File: config.mk
export PLATFORM = sky130hd
export DESIGN_NAME = cpu_io_responder
export DESIGN_NICKNAME = d
export VERILOG_FILES = /design/src/rtl/cpu_io_responder.sv
export SDC_FILE = /design/constraint.sdc
export NUM_CORES = 1
export LEC_CHECK = 0
export CORE_MARGIN = 5
export CORE_UTILIZATION = 36
export DETAILED_ROUTE_END_ITERATION = 8
export HOLD_SLACK_MARGIN = 0.12
export PLACE_DENSITY_LB_ADDON = 0.05
export SYNTH_ARGS = -nofsm -noshare
export SYNTH_HDL_FRONTEND = slang
export SYNTH_SLANG_ARGS = --single-unit
File: constraint.sdc
create_clock -name clk -period 5.2 [get_ports clk]
set_input_delay 1.56 -clock clk [delete_from_list [all_inputs] [get_ports clk]]
set_output_delay 1.56 -clock clk [all_outputs]
set_load 0.01 [all_outputs]
File: src/rtl/cpu_io_responder.sv
// cpu_io_responder: peripheral-side partner of the CPU I/O pins (RX FIFO -> data_in, data_out -> TX FIFO, interrupt FSM).
// Latency: an RX word reaches cpu_data_in one edge after its push; interrupt rises one edge after rx_count becomes non-zero.
// Backpressure: ext_in_ready drops when RX is full; TX holds its head while ext_out_ready=0, and CPU writes into a full TX are dropped.
// Optional feature macro: IO_OVF_COUNT_EN (builds the saturating dropped-write counter behind ovf_count).
module cpu_io_responder #(
  parameter int DEPTH       = 4,
  parameter int WIDTH       = 16,
  parameter int HOLDOFF_CYC = 2
) (
  input  logic                     clk,
  input  logic                     reset,
  input  logic                     ext_in_valid,
  input  logic [WIDTH-1:0]         ext_in_data,
  output logic                     ext_in_ready,
  output logic [WIDTH-1:0]         cpu_data_in,
  input  logic                     cpu_rd,
  input  logic [WIDTH-1:0]         cpu_data_out,
  input  logic                     cpu_wr,
  output logic                     ext_out_valid,
  output logic [WIDTH-1:0]         ext_out_data,
  input  logic                     ext_out_ready,
  output logic                     interrupt,
  input  logic                     int_ack,
  output logic [$clog2(DEPTH):0]   rx_count,
  output logic                     tx_overflow,
  output logic [7:0]               ovf_count
);

  localparam int AW = $clog2(DEPTH);
  localparam int CW = AW + 1;
  localparam logic [CW-1:0] FULL_CNT = CW'(DEPTH);
  localparam logic [3:0]    HOLD_LD  = 4'(HOLDOFF_CYC);

  // ---------------------------------------------------------------- RX FIFO
  logic [WIDTH-1:0] rx_mem [DEPTH];
  logic [AW-1:0]    rx_wr_ptr;
  logic [AW-1:0]    rx_rd_ptr;
  logic [CW-1:0]    rx_cnt;
  logic             rx_push;
  logic             rx_pop;
  logic             rx_not_empty;

  assign rx_not_empty = (rx_cnt != '0);
  assign ext_in_ready = (rx_cnt != FULL_CNT);
  assign rx_push      = ext_in_valid && ext_in_ready;
  assign rx_pop       = cpu_rd && rx_not_empty;
  assign cpu_data_in  = rx_not_empty ? rx_mem[rx_rd_ptr] : '0;
  assign rx_count     = rx_cnt;

  // RX storage: written on push only; stale contents are hidden by the count.
  always_ff @(posedge clk) begin
    if (rx_push) begin
      rx_mem[rx_wr_ptr] <= ext_in_data;
    end
  end

  // RX pointers and occupancy; power-of-2 depth lets pointers wrap naturally.
  always_ff @(posedge clk) begin
    if (reset) begin
      rx_wr_ptr <= '0;
      rx_rd_ptr <= '0;
      rx_cnt    <= '0;
    end else begin
      if (rx_push) rx_wr_ptr <= rx_wr_ptr + 1'b1;
      if (rx_pop)  rx_rd_ptr <= rx_rd_ptr + 1'b1;
      case ({rx_push, rx_pop})
        2'b10:   rx_cnt <= rx_cnt + 1'b1;
        2'b01:   rx_cnt <= rx_cnt - 1'b1;
        default: rx_cnt <= rx_cnt;
      endcase
    end
  end

  // ---------------------------------------------------------------- TX FIFO
  logic [WIDTH-1:0] tx_mem [DEPTH];
  logic [AW-1:0]    tx_wr_ptr;
  logic [AW-1:0]    tx_rd_ptr;
  logic [CW-1:0]    tx_cnt;
  logic             tx_full;
  logic             tx_push;
  logic             tx_pop;
  logic             tx_drop;
  logic             tx_ovf_q;

  assign tx_full       = (tx_cnt == FULL_CNT);
  assign ext_out_valid = (tx_cnt != '0);
  assign ext_out_data  = ext_out_valid ? tx_mem[tx_rd_ptr] : '0;
  assign tx_pop        = ext_out_valid && ext_out_ready;
  // A pop on a full FIFO frees the slot in the same edge, so the write still lands.
  assign tx_push       = cpu_wr && (!tx_full || tx_pop);
  assign tx_drop       = cpu_wr && tx_full && !tx_pop;
  assign tx_overflow   = tx_ovf_q;

  // TX storage: written on accepted CPU writes only.
  always_ff @(posedge clk) begin
    if (tx_push) begin
      tx_mem[tx_wr_ptr] <= cpu_data_out;
    end
  end

  // TX pointers, occupancy and the sticky overflow flag.
  always_ff @(posedge clk) begin
    if (reset) begin
      tx_wr_ptr <= '0;
      tx_rd_ptr <= '0;
      tx_cnt    <= '0;
      tx_ovf_q  <= 1'b0;
    end else begin
      if (tx_push) tx_wr_ptr <= tx_wr_ptr + 1'b1;
      if (tx_pop)  tx_rd_ptr <= tx_rd_ptr + 1'b1;
      case ({tx_push, tx_pop})
        2'b10:   tx_cnt <= tx_cnt + 1'b1;
        2'b01:   tx_cnt <= tx_cnt - 1'b1;
        default: tx_cnt <= tx_cnt;
      endcase
      if (tx_drop) tx_ovf_q <= 1'b1;
    end
  end

`ifdef IO_OVF_COUNT_EN
  logic [7:0] ovf_q;
  assign ovf_count = ovf_q;

  // Dropped-write counter, saturating at 255, cleared only by reset.
  always_ff @(posedge clk) begin
    if (reset) begin
      ovf_q <= 8'd0;
    end else if (tx_drop && (ovf_q != 8'hFF)) begin
      ovf_q <= ovf_q + 8'd1;
    end
  end
`else
  assign ovf_count = 8'd0;
`endif

  // ---------------------------------------------------------- interrupt FSM
  typedef enum logic [1:0] {
    ST_IDLE    = 2'd0,
    ST_ASSERT  = 2'd1,
    ST_HOLDOFF = 2'd2
  } state_t;

  state_t     state;
  logic [3:0] hold_cnt;
  logic       interrupt_q;

  assign interrupt = interrupt_q;

  // Interrupt request with ack and hold-off; interrupt is registered alongside the state.
  // Leaving HOLDOFF folds the IDLE re-check into the same edge, so interrupt stays low
  // for exactly HOLDOFF_CYC cycles when words are still pending.
  always_ff @(posedge clk) begin
    if (reset) begin
      state       <= ST_IDLE;
      hold_cnt    <= 4'd0;
      interrupt_q <= 1'b0;
    end else begin
      case (state)
        ST_IDLE: begin
          if (rx_not_empty) begin
            state       <= ST_ASSERT;
            interrupt_q <= 1'b1;
          end
        end
        ST_ASSERT: begin
          if (int_ack) begin
            state       <= ST_HOLDOFF;
            hold_cnt    <= HOLD_LD;
            interrupt_q <= 1'b0;
          end else if (!rx_not_empty) begin
            state       <= ST_IDLE;
            interrupt_q <= 1'b0;
          end
        end
        ST_HOLDOFF: begin
          if (hold_cnt <= 4'd1) begin
            if (rx_not_empty) begin
              state       <= ST_ASSERT;
              interrupt_q <= 1'b1;
            end else begin
              state       <= ST_IDLE;
              interrupt_q <= 1'b0;
            end
          end else begin
            hold_cnt <= hold_cnt - 4'd1;
          end
        end
        default: begin
          state       <= ST_IDLE;
          interrupt_q <= 1'b0;
        end
      endcase
    end
  end

endmodule

==> reports/metrics.csv, run 1 <==
metric,value,unit
outcome,finished clean,
GPL Wtd Cong,0.699,
Synth Instances,368,
ANT cells,0,
"leading cell type in the layout, fill and taps excluded",edfxtp_1,
reg2reg setup slack,2.64,ns
Leak,0.00263,µW
synthesized area,6310,µm²
fillers,1474,
HP Class,flip-flop to flip-flop,
Yosys warnings,0,
Routed WL,11700,µm
CTS max path bufs,2,
post-synthesis register bit count,154,
clock power share,36.8,%
Num CTS Buffers,17,
RSZ-0062 raised after global routing,false,
dpl cell area,7250,µm²
post-layout min period,4.23,ns
maxcap violations,0,
Worst Hold End,tx_overflow$_SDFFE_PP0P_,
CTS HTree Levels,4,
DRT Pass-1 Iters,4,
antenna violations before repair,1,
arrival time at the worst endpoint,2.67,ns
CTS tree,done,
Critical Path Source Type,flip-flop,
crit path kind,flip-flop to output port,
die area,20300,µm²
final-report hold violation count,0,
Port-buffer cells,77,
vias in the first global route,3474,
post-DP HPWL,7650,µm
clock sink count,154,
syn_area_per_cell,17.2,µm²
Die Y,142,µm
proportion of power drawn by combinational gates,22.7,%
Inst Count DP,655,
row count,48,
synth unique cells,43,
reg2reg start,tx_cnt[0]$_SDFFE_PP0P_,
DR WL/cell,17.0,µm
"CTS clk-pin slew, worst paths",0.06,ns
largest family of logic cells by synthesized area,multiplexers,
via count,3216,
sw frac,25.1,%
postcts setup bufs,0,
initial core utilization,36.6,%
CP required,3.64,ns
Synth Area in Adders,2.81,%
Pwr per Cell Area,478,nW/µm²
core region area,17200,µm²
post-route ant nets,0,
post-synthesis mux area share,12.0,%
number of hold buffers added after cts,0,
compound-gate portion of the synthesized area,2.18,%
design area,7920,µm²
Hold Crit Depth,2,
GR Overflow Total,0,
fin crit share,81.3,%
fin. max-slew vios,0,
global-route wire length before repair,18500,µm
Nets,501,
crit-path max FO,12,
via-per-instance ratio,4.68,
# IOs,86,
Detailed Route Iter0 Violations,169,
"leading cell types in the layout, fill and taps excluded","edfxtp_1 (128), clkdlybuf4s50_1 (77), mux4_2 (27)",
path depth of the worst reg2reg path,8,
min-delay src,tx_overflow$_SDFFE_PP0P_,
Layout Area Growth over Synthesis,25.4,%
CP Capture Type,output port,
r2r endpoint,tx_cnt[2]$_SDFFE_PP0P_,
detailed-route DRC error count,0,
P_sw,951,µW
"Seq/Total Area, Yosys",69.1,%
Worst-Margin Slew,0.927,ns
root buffer cell,clkbuf_16,
die width,142,µm
P_int,2830,µW
number of synthesized flops with an enable pin,128,
largest net degree at the start of global routing,26,
layout cells sized above 1,14.9,%
TNS Setup,0,ns
Max transition margin,38.0,%
"Top FF cell, synth",edfxtp_1,
Post-CTS Resized,0,
Final Skew,0.00593,ns
ys async rst share,0,%
Max Clk Rate,237,MHz
post-route insts no fill,687,
Post-Synth XOR/XNOR Area,1.53,%
post-synthesis simple-gate area fraction,8.64,%
clk_lat worst skew,0.41,ns
final setup fails,0,
sequential power share,40.5,%
Global Route Usage Sum,12.2,%
Max VDD drop,0.254,mV
[worst max-delay path, stage by stage, from the launching register on]
cell	delay [ns]
dfxtp_1	0.82
buf_4	0.29
mux4_2	0.49
and2_1	0.16
clkdlybuf4s50_1	0.48
[kinds of logic after synthesis]
family	after synthesis
compound gates	20
other cells	1
simple gates	95
xor+xnor	11
buf+inv	40
flops	154
fa+ha+maj	13
mux	34
[flip-flops by register name (all words and copies together) (netlist names), named ones only]
name,flops
rx_rd_ptr,2
tx_cnt,3
hold_cnt,4
rx_mem,64
rx_wr_ptr,2
tx_overflow,1
tx_rd_ptr,2
tx_wr_ptr,2
tx_mem,64
state,2
rx_count,3
interrupt,1
[cell usage after synthesis (2+ instances only)]
cell type / n / area share [%]
a21oi_1: 6 / 0.48
a31oi_1: 2 / 0.20
and2_1: 20 / 2.0
and3_1: 4 / 0.40
buf_2: 9 / 0.71
buf_4: 8 / 0.95
buf_6: 3 / 0.53
clkbuf_1: 4 / 0.24
dfxtp_1: 26 / 8.2
edfxtp_1: 128 / 61
fa_1: 2 / 0.63
ha_1: 11 / 2.2
inv_1: 14 / 0.83
mux2i_1: 2 / 0.32
mux4_1: 5 / 2.1
mux4_2: 27 / 9.6
nand2_1: 5 / 0.30
nand3_1: 4 / 0.32
nand3b_1: 4 / 0.48
nor2_1: 20 / 1.2
nor2b_1: 19 / 1.9
nor3_1: 5 / 0.40
nor4b_1: 2 / 0.28
o2111ai_1: 3 / 0.42
o21ai_0: 4 / 0.32
o31ai_1: 2 / 0.24
or2_2: 2 / 0.20
or3_1: 3 / 0.30
xnor2_1: 3 / 0.42
xor2_1: 8 / 1.1
[worst max path at each step]
stage | start | end | slack [ns] | depth (start not counted)
floorplan | ext_out_ready | tx_cnt[2]$_SDFFE_PP0P_ | 2.04 | 8
global route | flip-flop | ext_out_data[12] | 0.80 | 4
global placement | ext_out_ready | tx_mem[0][6]$_DFFE_PP_ | 1.34 | 4
finish | flip-flop | ext_out_data[12] | 0.97 | 4
detailed placement | ext_out_ready | tx_mem[0][6]$_DFFE_PP_ | 1.27 | 4
CTS | flip-flop | ext_out_data[12] | 0.89 | 4
[metrics by stage]
step	hold slack (ns)	utilization, %	total power (µW)	setup WS, ns
CTS	0.499	45.9	3850	0.893
global placement	0.492	42.0	2440	1.34
global route	0.551	45.9	3970	0.800
finish	0.494	45.9	3780	0.975
floorplan	0.469	-	2080	2.04
detailed placement	0.481	42.0	2450	1.27
[per-layer routing]
metal | part of all wire (%) | global-route usage (%)
met1 | 41 | 13.5
met5 | 0.094 | 0
met4 | 0.85 | 3.90
met2 | 52 | 21.9
met3 | 5.3 | 4.30
[layout make-up]
cell class / instances / area [µm²] / share of cell area, %
inverter: 15 / 56.3 / 0.711
sequential: 154 / 4360 / 55.1
clock buffer: 17 / 425 / 5.37
multi-input combinational: 181 / 1750 / 22.1
timing repair buffer: 80 / 793 / 10.0
tap: 225 / 282 / 3.55
clock inverter: 15 / 248 / 3.13
[power by group through the flow]
| stage | combinational, µW | clock [µW] | sequential, µW |
|---|---|---|---|
| 3_3_place_gp | 881 | 0 | 1560 |
| 3_5_place_dp | 885 | 0 | 1560 |
| 5_1_grt | 947 | 1480 | 1550 |
| 2_1_floorplan | 547 | 0 | 1530 |
| 4_1_cts | 890 | 1420 | 1540 |
| 6_report | 859 | 1390 | 1530 |
No activity file was read; power rests on OpenSTA's default activity.
==> inputs of run 2 (changes only) <==
==> constraint.sdc (replaced) <==
create_clock -name clk -period 3.8 [get_ports clk]
set_input_delay 1.14 -clock clk [delete_from_list [all_inputs] [get_ports clk]]
set_output_delay 1.14 -clock clk [all_outputs]
set_load 0.01 [all_outputs]
==> run 2 against run 1 <==
Effect of this change:
- sequential power increased by 35%
- wire length up 2.8%
- total power is 26% higher
- first-iteration DRC count fell by 14%
- critical path depth unchanged
- sequential share of layout area grew 0.54 points
- largest power group unchanged
==> reports/metrics.csv, run 2 (synthesis gave the netlist of run 1 again) <==
metric,value,unit
# IOs,86,
proportion of power drawn by combinational gates,25.7,%
HP Class,flip-flop to flip-flop,
P_sw,1280,µW
biggest regs,"rx_mem (64), tx_mem (64), hold_cnt (4)",
"CTS clk-pin slew, worst paths",0.06,ns
Max Clk Rate,288,MHz
met3 wire len,610,µm
CTS HTree Levels,4,
Max VDD drop,0.324,mV
TNS Setup,0,ns
post-DP HPWL,7690,µm
Buf/Inv on CP,2,
Global Route Usage Sum,12.3,%
die width,142,µm
Critical Path Source Type,flip-flop,
CTS tree,done,
post-route setup slack,0.327,ns
dpl cell area,7330,µm²
CTS max path bufs,2,
clock power share,30.8,%
Met1 Routed Length,4990,µm
final setup fails,0,
detailed-route DRC error count,0,
Pwr per Cell Area,606,nW/µm²
outcome,finished clean,
CP Capture Type,output port,
"leading cell type in the layout, fill and taps excluded",edfxtp_1,
fin. max-slew vios,0,
"leading cell types in the layout, fill and taps excluded","edfxtp_1 (128), clkdlybuf4s50_1 (77), mux4_2 (27)",
sequential power share,43.5,%
Worst-Margin Slew,0.987,ns
DR WL/cell,17.2,µm
WHS,0.469,ns
largest net degree at the start of global routing,26,
Top Metal Used,met4,
layout cells sized above 1,16.5,%
GR Overflow Total,0,
Detailed Route Iter0 Violations,146,
clk_lat worst skew,0.41,ns
design area,7840,µm²
P_int,3480,µW
post-route ant nets,0,
initial core utilization,36.6,%
Port-buffer cells,77,
Final Skew,0.00544,ns
Die Y,142,µm
via-per-instance ratio,4.73,
crit-path max FO,16,
number of hold buffers added after cts,0,
final-report hold violation count,0,
WL met2,6220,µm
clock sink count,154,
arrival time at the worst endpoint,2.33,ns
postcts setup bufs,0,
Num CTS Buffers,17,
sw frac,26.9,%
reg2reg setup slack,1.14,ns
CP required,2.66,ns
gate family responsible for the most delay along the worst path,buffers and inverters,
"slowest stage cell, crit path",mux4_1,
row count,48,
fin crit share,91.4,%
ANT cells,0,
Post-CTS Resized,0,
Max stage delay on crit path,0.64,ns
Routed WL,12000,µm
GPL Wtd Cong,0.697,
DRT Pass-1 Iters,5,
post-layout min period,3.47,ns
Layout Area Growth over Synthesis,24.2,%
Leak,0.00261,µW
root buffer cell,clkbuf_16,
RSZ-0062 raised after global routing,false,
core region area,17200,µm²
total power,4760,µW
crit path kind,flip-flop to output port,
crit path cell chain,"buf_4, mux4_1, and2_1, clkdlybuf4s50_1",
die area,20300,µm²
pre-CTS WS,0.394,ns
maxcap violations,0,
global-route wire length before repair,18900,µm
Nets,512,
via count,3305,
antenna violations before repair,0,
vias in the first global route,3438,
Max transition margin,34.0,%
fillers,1511,
==> run 2: metrics by stage <==
step	util (%)	instances
after floorplan	-	375
after global placement	42.5	666
after detailed placement	42.5	666
after CTS	45.5	698
after global routing	45.5	698
final	45.5	698
==> run 2: layout make-up <==
type / instances / area [µm²] / share of cell area [%]
Tap cell: 225 / 282 / 3.59
Multi-Input combinational cell: 181 / 1750 / 22.3
Sequential cell: 154 / 4360 / 55.6
Timing Repair Buffer: 91 / 876 / 11.2
Clock inverter: 13 / 81.3 / 1.04
Clock buffer: 19 / 433 / 5.52
Inverter: 15 / 56.3 / 0.718
==> run 2: power groups by stage <==
| stage | Sequential [µW] | Combinational [µW] | Clock [µW] |
|---|---|---|---|
| 6_report | 2070 | 1220 | 1460 |
| 5_1_grt | 2090 | 1350 | 1580 |
| 4_1_cts | 2070 | 1270 | 1510 |
| 3_5_place_dp | 2110 | 1260 | 0 |
| 2_1_floorplan | 2090 | 749 | 0 |
| 3_3_place_gp | 2100 | 1260 | 0 |
==> run 2: final timing paths <==
path,cells after the start,from,end
min reg2reg,2,tx_overflow$_SDFFE_PP0P_,tx_overflow$_SDFFE_PP0P_
max reg2reg,8,tx_cnt[0]$_SDFFE_PP0P_,tx_cnt[2]$_SDFFE_PP0P_
max,4,flip-flop,ext_out_data[2]
min,2,tx_overflow$_SDFFE_PP0P_,tx_overflow$_SDFFE_PP0P_
==> run 2: layer usage <==
layer,vias to the layer above,track usage (%)
met5,-,0
met4,0,4.95
met3,15,3.53
met2,83,21.4
met1,1641,14.4
li1,1566,-
==> run 2: worst register-to-register path, delay by kind of cell, from the launching register on <==
family                     cells  cell delay [ns]
AOI/OAI and AO/OA              2             0.24
adders and majority gates      1             0.40
DFF                            1             0.43
and+or+nand+nor                5             1.51
==> inputs of run 3 (changes only) <==
--- a/config.mk
+++ b/config.mk
@@ -10,6 +10,7 @@
 export DETAILED_ROUTE_END_ITERATION = 8
 export HOLD_SLACK_MARGIN = 0.12
 export PLACE_DENSITY_LB_ADDON = 0.05
+export RECOVER_POWER = 50
 export SYNTH_ARGS = -nofsm -noshare
 export SYNTH_HDL_FRONTEND = slang
 export SYNTH_SLANG_ARGS = --single-unit
==> run 3 against run 2 <==
Effect of this change:
- largest power group unchanged
- largest cell class unchanged
- combinational power hardly changed
- critical endpoint unchanged
- cell area shrank 0.13%
- core utilization shrank 0.058 points
- total power decreased by 0.18%
- worst hold slack is the same
- via count up 0.30%
- sequential cell count stayed put
- sequential power is essentially flat
==> reports/metrics.csv, run 3 (synthesis gave the netlist of run 1 again) <==
metric,value,unit
Max transition margin,26.4,%
crit path kind,flip-flop to output port,
dpl cell area,7330,µm²
initial core utilization,36.6,%
proportion of power drawn by combinational gates,25.5,%
RSZ-0062 raised after global routing,false,
post-layout min period,3.47,ns
met3 wire len,589,µm
Post-CTS Resized,0,
number of hold buffers added after cts,0,
footprint of the multi-input gates,1750,µm²
vias in the first global route,3438,
GPL Wtd Cong,0.697,
reg2reg setup slack,1.14,ns
sequential power share,43.6,%
outcome,finished clean,
die area,20300,µm²
CTS tree,done,
row count,48,
P_sw,1280,µW
clock sink count,154,
Max Clk Rate,288,MHz
design area,7830,µm²
Max VDD drop,0.324,mV
Global Route Usage Sum,12.3,%
root buffer cell,clkbuf_16,
CP required,2.66,ns
Worst-Margin Slew,1.10,ns
"CTS clk-pin slew, worst paths",0.06,ns
Pwr per Cell Area,606,nW/µm²
arrival time at the worst endpoint,2.33,ns
fillers,1511,
Die Y,142,µm
Critical Path Source Type,flip-flop,
post-route ant nets,0,
Layout Area Growth over Synthesis,24.1,%
Routed WL,12000,µm
Leak,0.00261,µW
crit-path max FO,16,
"slowest stage cell, crit path",mux4_1,
"leading cell type in the layout, fill and taps excluded",edfxtp_1,
final-report hold violation count,0,
final setup fails,0,
clk_lat worst skew,0.41,ns
antenna violations before repair,2,
Detailed Route Iter0 Violations,145,
Top Metal Used,met4,
post-DP HPWL,7690,µm
largest net degree at the start of global routing,26,
CTS max path bufs,2,
"leading cell types in the layout, fill and taps excluded","edfxtp_1 (128), clkdlybuf4s50_1 (44), dlygate4sd3_1 (33)",
DR WL/cell,17.2,µm
core region area,17200,µm²
Max stage delay on crit path,0.64,ns
fin. max-slew vios,0,
via-per-instance ratio,4.74,
biggest regs,"rx_mem (64), tx_mem (64), hold_cnt (4)",
GR Overflow Total,0,
global-route wire length before repair,18900,µm
Nets,512,
CTS HTree Levels,4,
postcts setup bufs,0,
total power,4750,µW
P_int,3470,µW
WL met2,6240,µm
Final Skew,0.00563,ns
Met1 Routed Length,4980,µm
HP Class,flip-flop to flip-flop,
TNS Setup,0,ns
die width,142,µm
# IOs,86,
clock power share,30.9,%
sw frac,27.0,%
detailed-route DRC error count,0,
via count,3315,
crit path cell chain,"buf_4, mux4_1, and2_1, clkdlybuf4s50_1",
Num CTS Buffers,17,
Port-buffer cells,77,
CP Capture Type,output port,
maxcap violations,0,
layout cells sized above 1,15.6,%
DRT Pass-1 Iters,5,
fin crit share,91.4,%
FF/Latch Area,4360,µm²
## run 3: worst paths after layout
path	startpoint	end	depth (start not counted)
max reg2reg	tx_cnt[0]$_SDFFE_PP0P_	tx_cnt[2]$_SDFFE_PP0P_	8
min	tx_overflow$_SDFFE_PP0P_	tx_overflow$_SDFFE_PP0P_	2
max	flip-flop	ext_out_data[2]	4
min reg2reg	tx_overflow$_SDFFE_PP0P_	tx_overflow$_SDFFE_PP0P_	2
## run 3: final cells by class
class	instances	share of cell area [%]
Tap cell	225	3.59
Clock buffer	19	5.53
Clock inverter	13	1.04
Sequential cell	154	55.7
Inverter	15	0.719
Antenna cell	2	0.0639
Multi-Input combinational cell	181	22.4
Timing Repair Buffer	91	11.0
## run 3: per-stage QoR
| step | std cells | setup WS, ns | hold slack, ns | util, % |
|---|---|---|---|---|
| after CTS | 698 | 0.265 | 0.481 | 45.5 |
| after floorplan | 375 | 1.06 | 0.469 | - |
| after global placement | 666 | 0.439 | 0.497 | 42.5 |
| after detailed placement | 666 | 0.394 | 0.464 | 42.5 |
| final | 700 | 0.328 | 0.469 | 45.4 |
| after global routing | 699 | 0.217 | 0.517 | 45.4 |
## run 3: power groups by stage
stage / clock network, µW / registers (µW) / logic, µW
3_3_place_gp: 0 / 2100 / 1260
6_report: 1470 / 2070 / 1210
4_1_cts: 1510 / 2070 / 1270
5_1_grt: 1580 / 2090 / 1330
3_5_place_dp: 0 / 2110 / 1260
2_1_floorplan: 0 / 2090 / 749
## run 3: critical path, delay by kind of cell, from the launching register on
kind,cells,cell delay [ns]
buffers and inverters,2,0.79
flip-flops,1,0.31
multiplexers,1,0.64
AND/OR/NAND/NOR,1,0.18
## run 3: layer usage
layer	up-vias	track usage, %
met5	-	0
met4	0	4.95
li1	1570	-
met2	79	21.4
met1	1651	14.4
met3	15	3.53
